## src/rtl/serial_subtractor_pkg.sv

```systemverilog
// Shared types and defaults for the bit-serial subtractor.
package serial_subtractor_pkg;

  localparam int unsigned DEFAULT_WIDTH = 8;

  typedef enum logic [1:0] {
    IDLE = 2'd0,
    RUN  = 2'd1,
    DONE = 2'd2
  } state_t;

endpackage

```

## src/rtl/serial_subtractor_if.sv

```systemverilog
// Start/busy/done handshake plus operand and result bus of the serial subtractor.
interface serial_subtractor_if
  import serial_subtractor_pkg::*;
#(
  parameter int unsigned WIDTH = DEFAULT_WIDTH
);

  logic             start;
  logic [WIDTH-1:0] A;
  logic [WIDTH-1:0] B;
  logic             busy;
  logic             done;
  logic [WIDTH-1:0] Diff;
  logic             Bout;
  logic             Ovf;

  modport master (
    output start, A, B,
    input  busy, done, Diff, Bout, Ovf
  );

  modport slave (
    input  start, A, B,
    output busy, done, Diff, Bout, Ovf
  );

endinterface

```

## src/rtl/full_subtractor.sv

```systemverilog
// One-bit full subtractor cell: Diff = A - B - Bin with borrow out.
module full_subtractor (
  input  logic A,
  input  logic B,
  input  logic Bin,
  output logic Diff,
  output logic Bout
);

  assign Diff = A ^ B ^ Bin;
  assign Bout = (~A & B) | (~(A ^ B) & Bin);

endmodule

```

## src/rtl/serial_subtractor.sv

```systemverilog
// Bit-serial A - B, LSB first, one full-subtractor cell reused for WIDTH cycles.
module serial_subtractor
  import serial_subtractor_pkg::*;
#(
  parameter int unsigned WIDTH = DEFAULT_WIDTH
) (
  input  logic                clk,
  input  logic                rst_n,
  serial_subtractor_if.slave  bus
);

  localparam int unsigned CW = (WIDTH > 1) ? $clog2(WIDTH) : 1;

  state_t           state;
  state_t           state_nx;
  logic [WIDTH-1:0] a_sr;
  logic [WIDTH-1:0] b_sr;
  // Holds the WIDTH-1 bits already produced; the final bit joins on the last step.
  logic [WIDTH-2:0] res_sr;
  logic [WIDTH-1:0] res_nx_c;
  logic [CW-1:0]    cnt;
  logic             borrow;
  logic             d_c;
  logic             bnext_c;
  logic             last_c;

  full_subtractor u_fs (
    .A   (a_sr[0]),
    .B   (b_sr[0]),
    .Bin (borrow),
    .Diff(d_c),
    .Bout(bnext_c)
  );

  assign last_c   = (cnt == CW'(WIDTH - 1));
  assign res_nx_c = {d_c, res_sr};

  // Next-state logic.
  always_comb begin
    state_nx = state;
    case (state)
      IDLE:    if (bus.start) state_nx = RUN;
      RUN:     if (last_c)    state_nx = DONE;
      DONE:    state_nx = IDLE;
      default: state_nx = IDLE;
    endcase
  end

  always_ff @(posedge clk or negedge rst_n) begin
    if (!rst_n) state <= IDLE;
    else        state <= state_nx;
  end

  // Datapath, handshake flags and held result registers.
  always_ff @(posedge clk or negedge rst_n) begin
    if (!rst_n) begin
      a_sr     <= '0;
      b_sr     <= '0;
      res_sr   <= '0;
      cnt      <= '0;
      borrow   <= 1'b0;
      bus.busy <= 1'b0;
      bus.done <= 1'b0;
      bus.Diff <= '0;
      bus.Bout <= 1'b0;
      bus.Ovf  <= 1'b0;
    end else begin
      bus.busy <= (state_nx == RUN);
      bus.done <= (state_nx == DONE);
      case (state)
        IDLE: begin
          if (bus.start) begin
            a_sr   <= bus.A;
            b_sr   <= bus.B;
            borrow <= 1'b0;
            cnt    <= '0;
          end
        end
        RUN: begin
          a_sr   <= a_sr >> 1;
          b_sr   <= b_sr >> 1;
          res_sr <= res_nx_c[WIDTH-1:1];
          borrow <= bnext_c;
          if (last_c) begin
            bus.Diff <= res_nx_c;
            bus.Bout <= bnext_c;
            // Signed overflow: borrow into the MSB differs from borrow out of it.
            bus.Ovf  <= borrow ^ bnext_c;
          end else begin
            cnt <= cnt + CW'(1);
          end
        end
        default: ;
      endcase
    end
  end

endmodule

```

## src/flat_wrapper.sv

```systemverilog
// flat-port wrapper written by rule: the top's interface ports become plain ports
module serial_subtractor_flat import serial_subtractor_pkg::*;
#(
  parameter int unsigned WIDTH = DEFAULT_WIDTH
)
  (clk, rst_n, bus_start, bus_A, bus_B, bus_busy, bus_done, bus_Diff, bus_Bout, bus_Ovf);
  serial_subtractor_if #(.WIDTH(WIDTH)) bus_i ();
  input  logic clk;
  input  logic rst_n;
  input wire logic [$bits(bus_i.start)-1:0] bus_start;
  input wire logic [$bits(bus_i.A)-1:0] bus_A;
  input wire logic [$bits(bus_i.B)-1:0] bus_B;
  output wire logic [$bits(bus_i.busy)-1:0] bus_busy;
  output wire logic [$bits(bus_i.done)-1:0] bus_done;
  output wire logic [$bits(bus_i.Diff)-1:0] bus_Diff;
  output wire logic [$bits(bus_i.Bout)-1:0] bus_Bout;
  output wire logic [$bits(bus_i.Ovf)-1:0] bus_Ovf;
  assign bus_i.start = bus_start;
  assign bus_i.A = bus_A;
  assign bus_i.B = bus_B;
  assign bus_busy = bus_i.busy;
  assign bus_done = bus_i.done;
  assign bus_Diff = bus_i.Diff;
  assign bus_Bout = bus_i.Bout;
  assign bus_Ovf = bus_i.Ovf;
  serial_subtractor #(.WIDTH(WIDTH)) u_core (.clk(clk), .rst_n(rst_n), .bus(bus_i));
endmodule
```

## config.mk

```make
export PLATFORM = sky130hd
export DESIGN_NAME = serial_subtractor_flat
export DESIGN_NICKNAME = d
export VERILOG_FILES = /design/src/rtl/serial_subtractor_pkg.sv /design/src/rtl/serial_subtractor_if.sv /design/src/rtl/full_subtractor.sv /design/src/rtl/serial_subtractor.sv /design/src/flat_wrapper.sv
export SDC_FILE = /design/constraint.sdc
export NUM_CORES = 1
export LEC_CHECK = 0
export CAP_MARGIN = 10
export CELL_PAD_IN_SITES_DETAIL_PLACEMENT = 2
export CELL_PAD_IN_SITES_GLOBAL_PLACEMENT = 2
export CORE_MARGIN = 8
export CORE_UTILIZATION = 37
export DETAILED_ROUTE_END_ITERATION = 7
export PLACE_DENSITY = 0.87
export SYNTH_ARGS = -nofsm -noshare
export SYNTH_HDL_FRONTEND = slang
export SYNTH_SLANG_ARGS = --single-unit
```

## constraint.sdc

```tcl
create_clock -name clk -period 3.85 [get_ports clk]
set_clock_uncertainty 0.1 [all_clocks]
set_input_delay 0.77 -clock clk [delete_from_list [all_inputs] [get_ports clk]]
set_output_delay 0.77 -clock clk [all_outputs]
set_load 0.01 [all_outputs]
```

==> summary.txt, run 1 <==
Status
  – Outcome: finished, final reports clean

CTS
  – Root Buffer Master: clkbuf_8
  – Clock H-tree levels: 2
  – Reg clk slew, reported paths: 0.08 ns
  – CTS tree: built
  – Post-CTS Setup Inserts: 0
  – Clk_lat worst skew: 0.29 ns
  – TritonCTS buffer count: 5
  – PostCTS Resize Cnt: 0
  – CTS Hold Bufs: 0
  – Clk buf depth: 2
  – Clock sink total: 41

Timing
  – Measured slew at the worst slew-check pin: 1.18 ns
  – Hold_ws: 0.418 ns
  – Setup tns final: 0 ns
  – Max Freq: 426 MHz
  – Final setup margin: 1.50 ns
  – Max-slew violations: 0
  – Setup-failing EPs final: 0
  – Max_slew headroom: 21.3%
  – RSZ-0062 raised after global routing: false
  – Fin crit share: 61.0%
  – Final Hold Fails: 0
  – Tmin final: 2.35 ns

Floorplanning
  – Row Count: 25
  – Die W: 85.8 um
  – Die Span Y: 85.8 um
  – Die area: 7360 um^2
  – Initial core utilization: 38.2%
  – Ports: 31
  – Core ar.: 4720 um^2

Synth
  – Yosys top cell by area: dfrtp_1
  – Sequential fraction of the synthesis area: 56.9%
  – Synth async-reset ratio: 100%
  – Syn Nets: 165
  – Synth top area cells: dfrtp_1 57%, mux2_2 8.1%, a222oi_1 7.8%, inv_1 4.2%, nor2_1 2.9%
  – Yosys warnings: 0
  – Post-synth EDFFs: 0
  – Syn avg cell area: 12.6 um^2
  – Netlist cell types: 32
  – Main synth FF type: dfrtp_1
  – Cells after synthesis: 143
  – Synth Cell Area: 1800 um^2
  – Post-synth top area share: 56.9%
  – Top cells by count, synth: 41 x dfrtp_1, 20 x inv_1, 14 x a222oi_1, 14 x nor2_1, 13 x mux2_2
  – Synthesis-stage register bit count: 41
  – Top-count cell post-synth: dfrtp_1

Place
  – DP Worst Slack: 1.53 ns
  – Final HPWL DP: 3.23 mm
  – Inst Count DP: 231
  – IO Port Bufs: 30
  – Post-DP Area: 2120 um^2
  – Gpl congestion: 0.666

Setup path
  – Worst EP required: 3.93 ns
  – CP max stage delay: 1.03 ns
  – Crit path arrival time: 2.43 ns
  – Worst-path fanout max: 25
  – Crit. End Element: flop
  – CP top delay family: simple AND/OR/NAND/NOR gates
  – CP max-delay cell: nor2b_1
  – Worst Path Buf+Inv: 0
  – Critical path depth in cells: 2
  – Reg2reg path depth: 2
  – Critical path launch point type: flop
  – Setup CP Type: reg -> reg
  – Cell Chain, Critical Path: nor2b_1 -> mux2_2

Detailed routing
  – DRC Markers: 0
  – Drt wl/cell: 19.1 um
  – First DRT Iteration DRCs: 97
  – Routed vias/inst: 5.24
  – Total iterations of the first detailed-routing run: 4
  – ANT nets after route: 0
  – Routed wire length: 4.55 mm
  – Vias post-DR: 1247

Global routing
  – Global route total overflow: 0
  – Initial antenna violation count: 0
  – Largest net degree at the start of global routing: 42
  – Vias in the first global route: 1472
  – Global-route wire length before repair: 7.48 mm
  – GRT Util Overall: 13.2%

Cells and area
  – Fillers: 492
  – N_diodes: 0
  – Final #Nets: 193
  – Synthesis-to-finish area growth: 23.1%
  – Fin area: 2220 um^2
  – Fin cells: 238
  – Layout cells sized above 1: 15.8%
  – Final core occ: 47.0%

Hold path
  – Worst hold path depth: 1
  – Worst hold path class: reg -> reg

Job
  – Max-cap viol count: 0

Power and ir drop
  – Final Power: 1.84 mW
  – Leakage: 1.02 nW
  – Power per cell area: 831 nW/um^2
  – Peak supply drop: 225 uV
final cells by class:
class | instances | area [um^2] | area share [%]
tap | 67 | 83.8 | 3.78
clock inverter | 2 | 35.0 | 1.58
inverter | 20 | 75.1 | 3.38
clock buffer | 5 | 68.8 | 3.10
timing repair buffer | 31 | 303 | 13.6
sequential | 41 | 1030 | 46.2
multi-input combinational | 72 | 628 | 28.3
layout by cell type (no fill, tap or decap), types with 2 or more instances in the layout:
cell,instances
clkbuf_8,5
mux2_4,3
a222oi_1,14
nand4bb_1,2
and3_1,3
o311ai_0,2
a211o_1,3
nand2_1,2
nor2_1,14
a21oi_1,2
clkdlybuf4s50_1,29
dfrtp_1,41
ha_1,2
inv_1,20
mux2_2,13
state kept, by name (all words and copies together), names as in the netlist:
signal and count:
u_core.bus.Diff 8, u_core.borrow 1, u_core.b_sr 8, u_core.bus.busy 1
u_core.bus.Bout 1, u_core.cnt 3, u_core.a_sr 8, u_core.bus.done 1
u_core.bus.Ovf 1, u_core.state 2, u_core.res_sr 7
logic make-up (layout without fill, tap and decap cells):
logic type               count (synthesis)  count (layout)  share of synthesized area, %
multiplexers                            17              17                          11.2
buffers and inverters                   30              58                          8.26
AND/OR/NAND/NOR                         28              28                          9.02
XOR/XNOR                                 1               1                         0.486
adder cells (fa/ha/maj)                  3               3                          2.50
flip-flops                              41              41                          56.9
AO/OA/AOI/OAI                           23              23                          11.7
per-layer routing:
| metal | global-route usage, % | part of all wire, % | vias to the layer above |
|---|---|---|---|
| met3 | 4.11 | 4.2 | 5 |
| met4 | 3.34 | 0.88 | 0 |
| met5 | 0 | 0 | - |
| li1 | - | - | 563 |
| met1 | 13.0 | 38 | 655 |
| met2 | 25.6 | 57 | 24 |
worst reg2reg max path, stage by stage, from the launching register on:
cell and delay, ns:
dfrtp_1 0.67, nor2b_1 1.03, mux2_2 0.44
report_power, final:
| group | switching (mW) | internal (mW) |
|---|---|---|
| Combinational | 0.326 | 0.413 |
| Sequential | 0.133 | 0.634 |
| Clock | 0.148 | 0.189 |
final timing paths:
path | to | start | slack (ns)
max reg2reg | u_core.res_sr[3] | u_core.state[1] | 1.50
min reg2reg | u_core.res_sr[0] | u_core.res_sr[0] | 0.42
max | u_core.res_sr[3] | u_core.state[1] | 1.50
max in group asynchronous | u_core.a_sr[7] | rst_n | 2.58
min | u_core.res_sr[0] | u_core.res_sr[0] | 0.42
min in group asynchronous | u_core.bus.Diff[1] | rst_n | 0.51
(Power assumes the default switching activity.)
==> run 2: changes to the inputs <==
--- a/config.mk
+++ b/config.mk
@@ -9,9 +9,9 @@
 export CELL_PAD_IN_SITES_DETAIL_PLACEMENT = 2
 export CELL_PAD_IN_SITES_GLOBAL_PLACEMENT = 2
 export CORE_MARGIN = 8
-export CORE_UTILIZATION = 37
+export CORE_UTILIZATION = 31
 export DETAILED_ROUTE_END_ITERATION = 7
-export PLACE_DENSITY = 0.87
+export PLACE_DENSITY = 0.79
 export SYNTH_ARGS = -nofsm -noshare
 export SYNTH_HDL_FRONTEND = slang
 export SYNTH_SLANG_ARGS = --single-unit
==> constraint.sdc (replaced) <==
create_clock -name clk -period 1.9 [get_ports clk]
set_clock_uncertainty 0.1 [all_clocks]
set_input_delay 0.38 -clock clk [delete_from_list [all_inputs] [get_ports clk]]
set_output_delay 0.38 -clock clk [all_outputs]
set_load 0.01 [all_outputs]
==> run 2 against run 1 <==
Against the previous run:
- combinational power grew 110%
- count of clock-buffer cells in the layout unchanged
- clock power increased to 2.5 times the previous value
- sequential share of layout area shrank 1.8 points
- sequential power up 100%
- maximum frequency grew 38%
- worst setup slack worse by 1.3 ns
- critical path depth increased by 1
- final area grew 4.1%
- wire length decreased by 1.2%
==> summary.txt, run 2 (same netlist as run 1, synthesis figures left out) <==
Status
  – Outcome: finished, final reports clean

Timing
  – Max_slew headroom: 64.0%
  – Setup-failing EPs final: 0
  – Max-slew violations: 0
  – Setup tns final: 0 ns
  – RSZ-0062 raised after global routing: false
  – Max Freq: 587 MHz
  – Fin crit share: 89.6%
  – Hold_ws: 0.0407 ns
  – Measured slew at the worst slew-check pin: 0.540 ns
  – Tmin final: 1.70 ns
  – Final Hold Fails: 0

Floorplanning
  – Row Count: 27
  – Initial core utilization: 32.3%
  – Die W: 92.3 um
  – Core ar.: 5570 um^2
  – Die area: 8510 um^2
  – Die Span Y: 92.3 um
  – Ports: 31

Place
  – Gpl congestion: 0.710
  – Final HPWL DP: 3.17 mm
  – Inst Count DP: 241
  – IO Port Bufs: 30

Detailed routing
  – Routed vias/inst: 5.14
  – Total iterations of the first detailed-routing run: 4
  – First DRT Iteration DRCs: 91
  – Routed wire length: 4.49 mm
  – ANT nets after route: 0
  – Vias post-DR: 1279
  – Drt wl/cell: 18.0 um
  – DRC Markers: 0

CTS
  – CTS tree: built
  – Root Buffer Master: clkbuf_8
  – Post-CTS Setup Inserts: 0
  – CTS Hold Bufs: 0
  – PostCTS Resize Cnt: 0
  – Reg clk slew, reported paths: 0.08 ns
  – Clk buf depth: 2
  – TritonCTS buffer count: 5
  – Clock sink total: 41
  – Clk_lat worst skew: 0.30 ns
  – Clock H-tree levels: 2

Cells and area
  – Fin cells: 249
  – Final #Nets: 198
  – Leading cell type in the layout, fill and taps excluded: dfrtp_1
  – Largest regs: u_core.a_sr (8), u_core.b_sr (8), u_core.bus.Diff (8)
  – Fillers: 578
  – Layout cells sized above 1: 18.6%
  – Synthesis-to-finish area growth: 28.1%
  – Most frequent cells in the layout: 41 x dfrtp_1, 29 x clkdlybuf4s50_1, 20 x inv_1
  – N_diodes: 0

Setup path
  – Worst Path Buf+Inv: 1
  – RR Startpoint: u_core.state[1]
  – Worst EP required: 1.98 ns
  – Critical Path Start: u_core.state[1]
  – Critical path launch point type: flop
  – Crit path arrival time: 1.78 ns
  – CP max-delay cell: dfrtp_1
  – CP max stage delay: 0.66 ns
  – Setup CP Type: reg -> reg
  – CP top delay family: flip-flops
  – Cell Chain, Critical Path: nor2b_1 -> buf_4 -> a222oi_1
  – Worst-path fanout max: 15
  – Crit. End Element: flop

Power and ir drop
  – Leakage: 1.07 nW
  – Power per cell area: 1710 nW/um^2
  – Peak supply drop: 513 uV
  – Final Power: 3.94 mW

Global routing
  – Global route total overflow: 0
  – Initial antenna violation count: 0
  – GRT Util Overall: 11.1%
  – Vias in the first global route: 1448
  – Global-route wire length before repair: 7.47 mm
  – Largest net degree at the start of global routing: 42

Job
  – Max-cap viol count: 0

Hold path
  – Worst hold path class: in -> async
-- run 2: metal layers --
layer	GRT usage (%)	wire [um]	vias to the layer above
met1	11.9	1820	672
li1	-	-	574
met2	20.2	2400	29
met3	3.67	226	4
met5	0	0	-
met4	3.36	40	0
-- run 2: per-stage QoR --
step | worst slack, ns | cell area (um^2) | utilization [%]
6_report | 0.197 | 2310 | 41.4
5_1_grt | 0.0244 | 2310 | 41.4
4_1_cts | 0.160 | 2310 | 41.4
3_5_place_dp | 0.0934 | 2170 | 39.0
3_3_place_gp | 0.157 | 2170 | 39.0
2_1_floorplan | 0.212 | 1800 | -
-- run 2: cell type report --
type / count / area, um^2 / area share (%)
tap: 72 / 90.1 / 3.90
multi-input combinational: 72 / 628 / 27.2
inverter: 20 / 75.1 / 3.25
timing repair buffer: 36 / 353 / 15.3
sequential: 41 / 1030 / 44.4
clock buffer: 5 / 68.8 / 2.98
clock inverter: 3 / 68.8 / 2.98
-- run 2: where the power goes --
group	internal [mW]	switching, mW	leakage, nW
logic	0.873	0.680	0.504
registers	1.28	0.251	0.493
clock network	0.529	0.325	0.0687
total	2.69	1.26	1.07
-- run 2: final timing paths --
path	slack (ns)	to	cells past startpoint
setup reg to reg	0.20	u_core.a_sr[4]	3
min in group clk	0.41	u_core.bus.Diff[6]	1
setup / recovery	0.20	u_core.a_sr[4]	3
max in group asynchronous	1.29	u_core.b_sr[1]	2
hold / removal	0.04	u_core.res_sr[6]	2
hold reg to reg	0.41	u_core.bus.Diff[6]	1
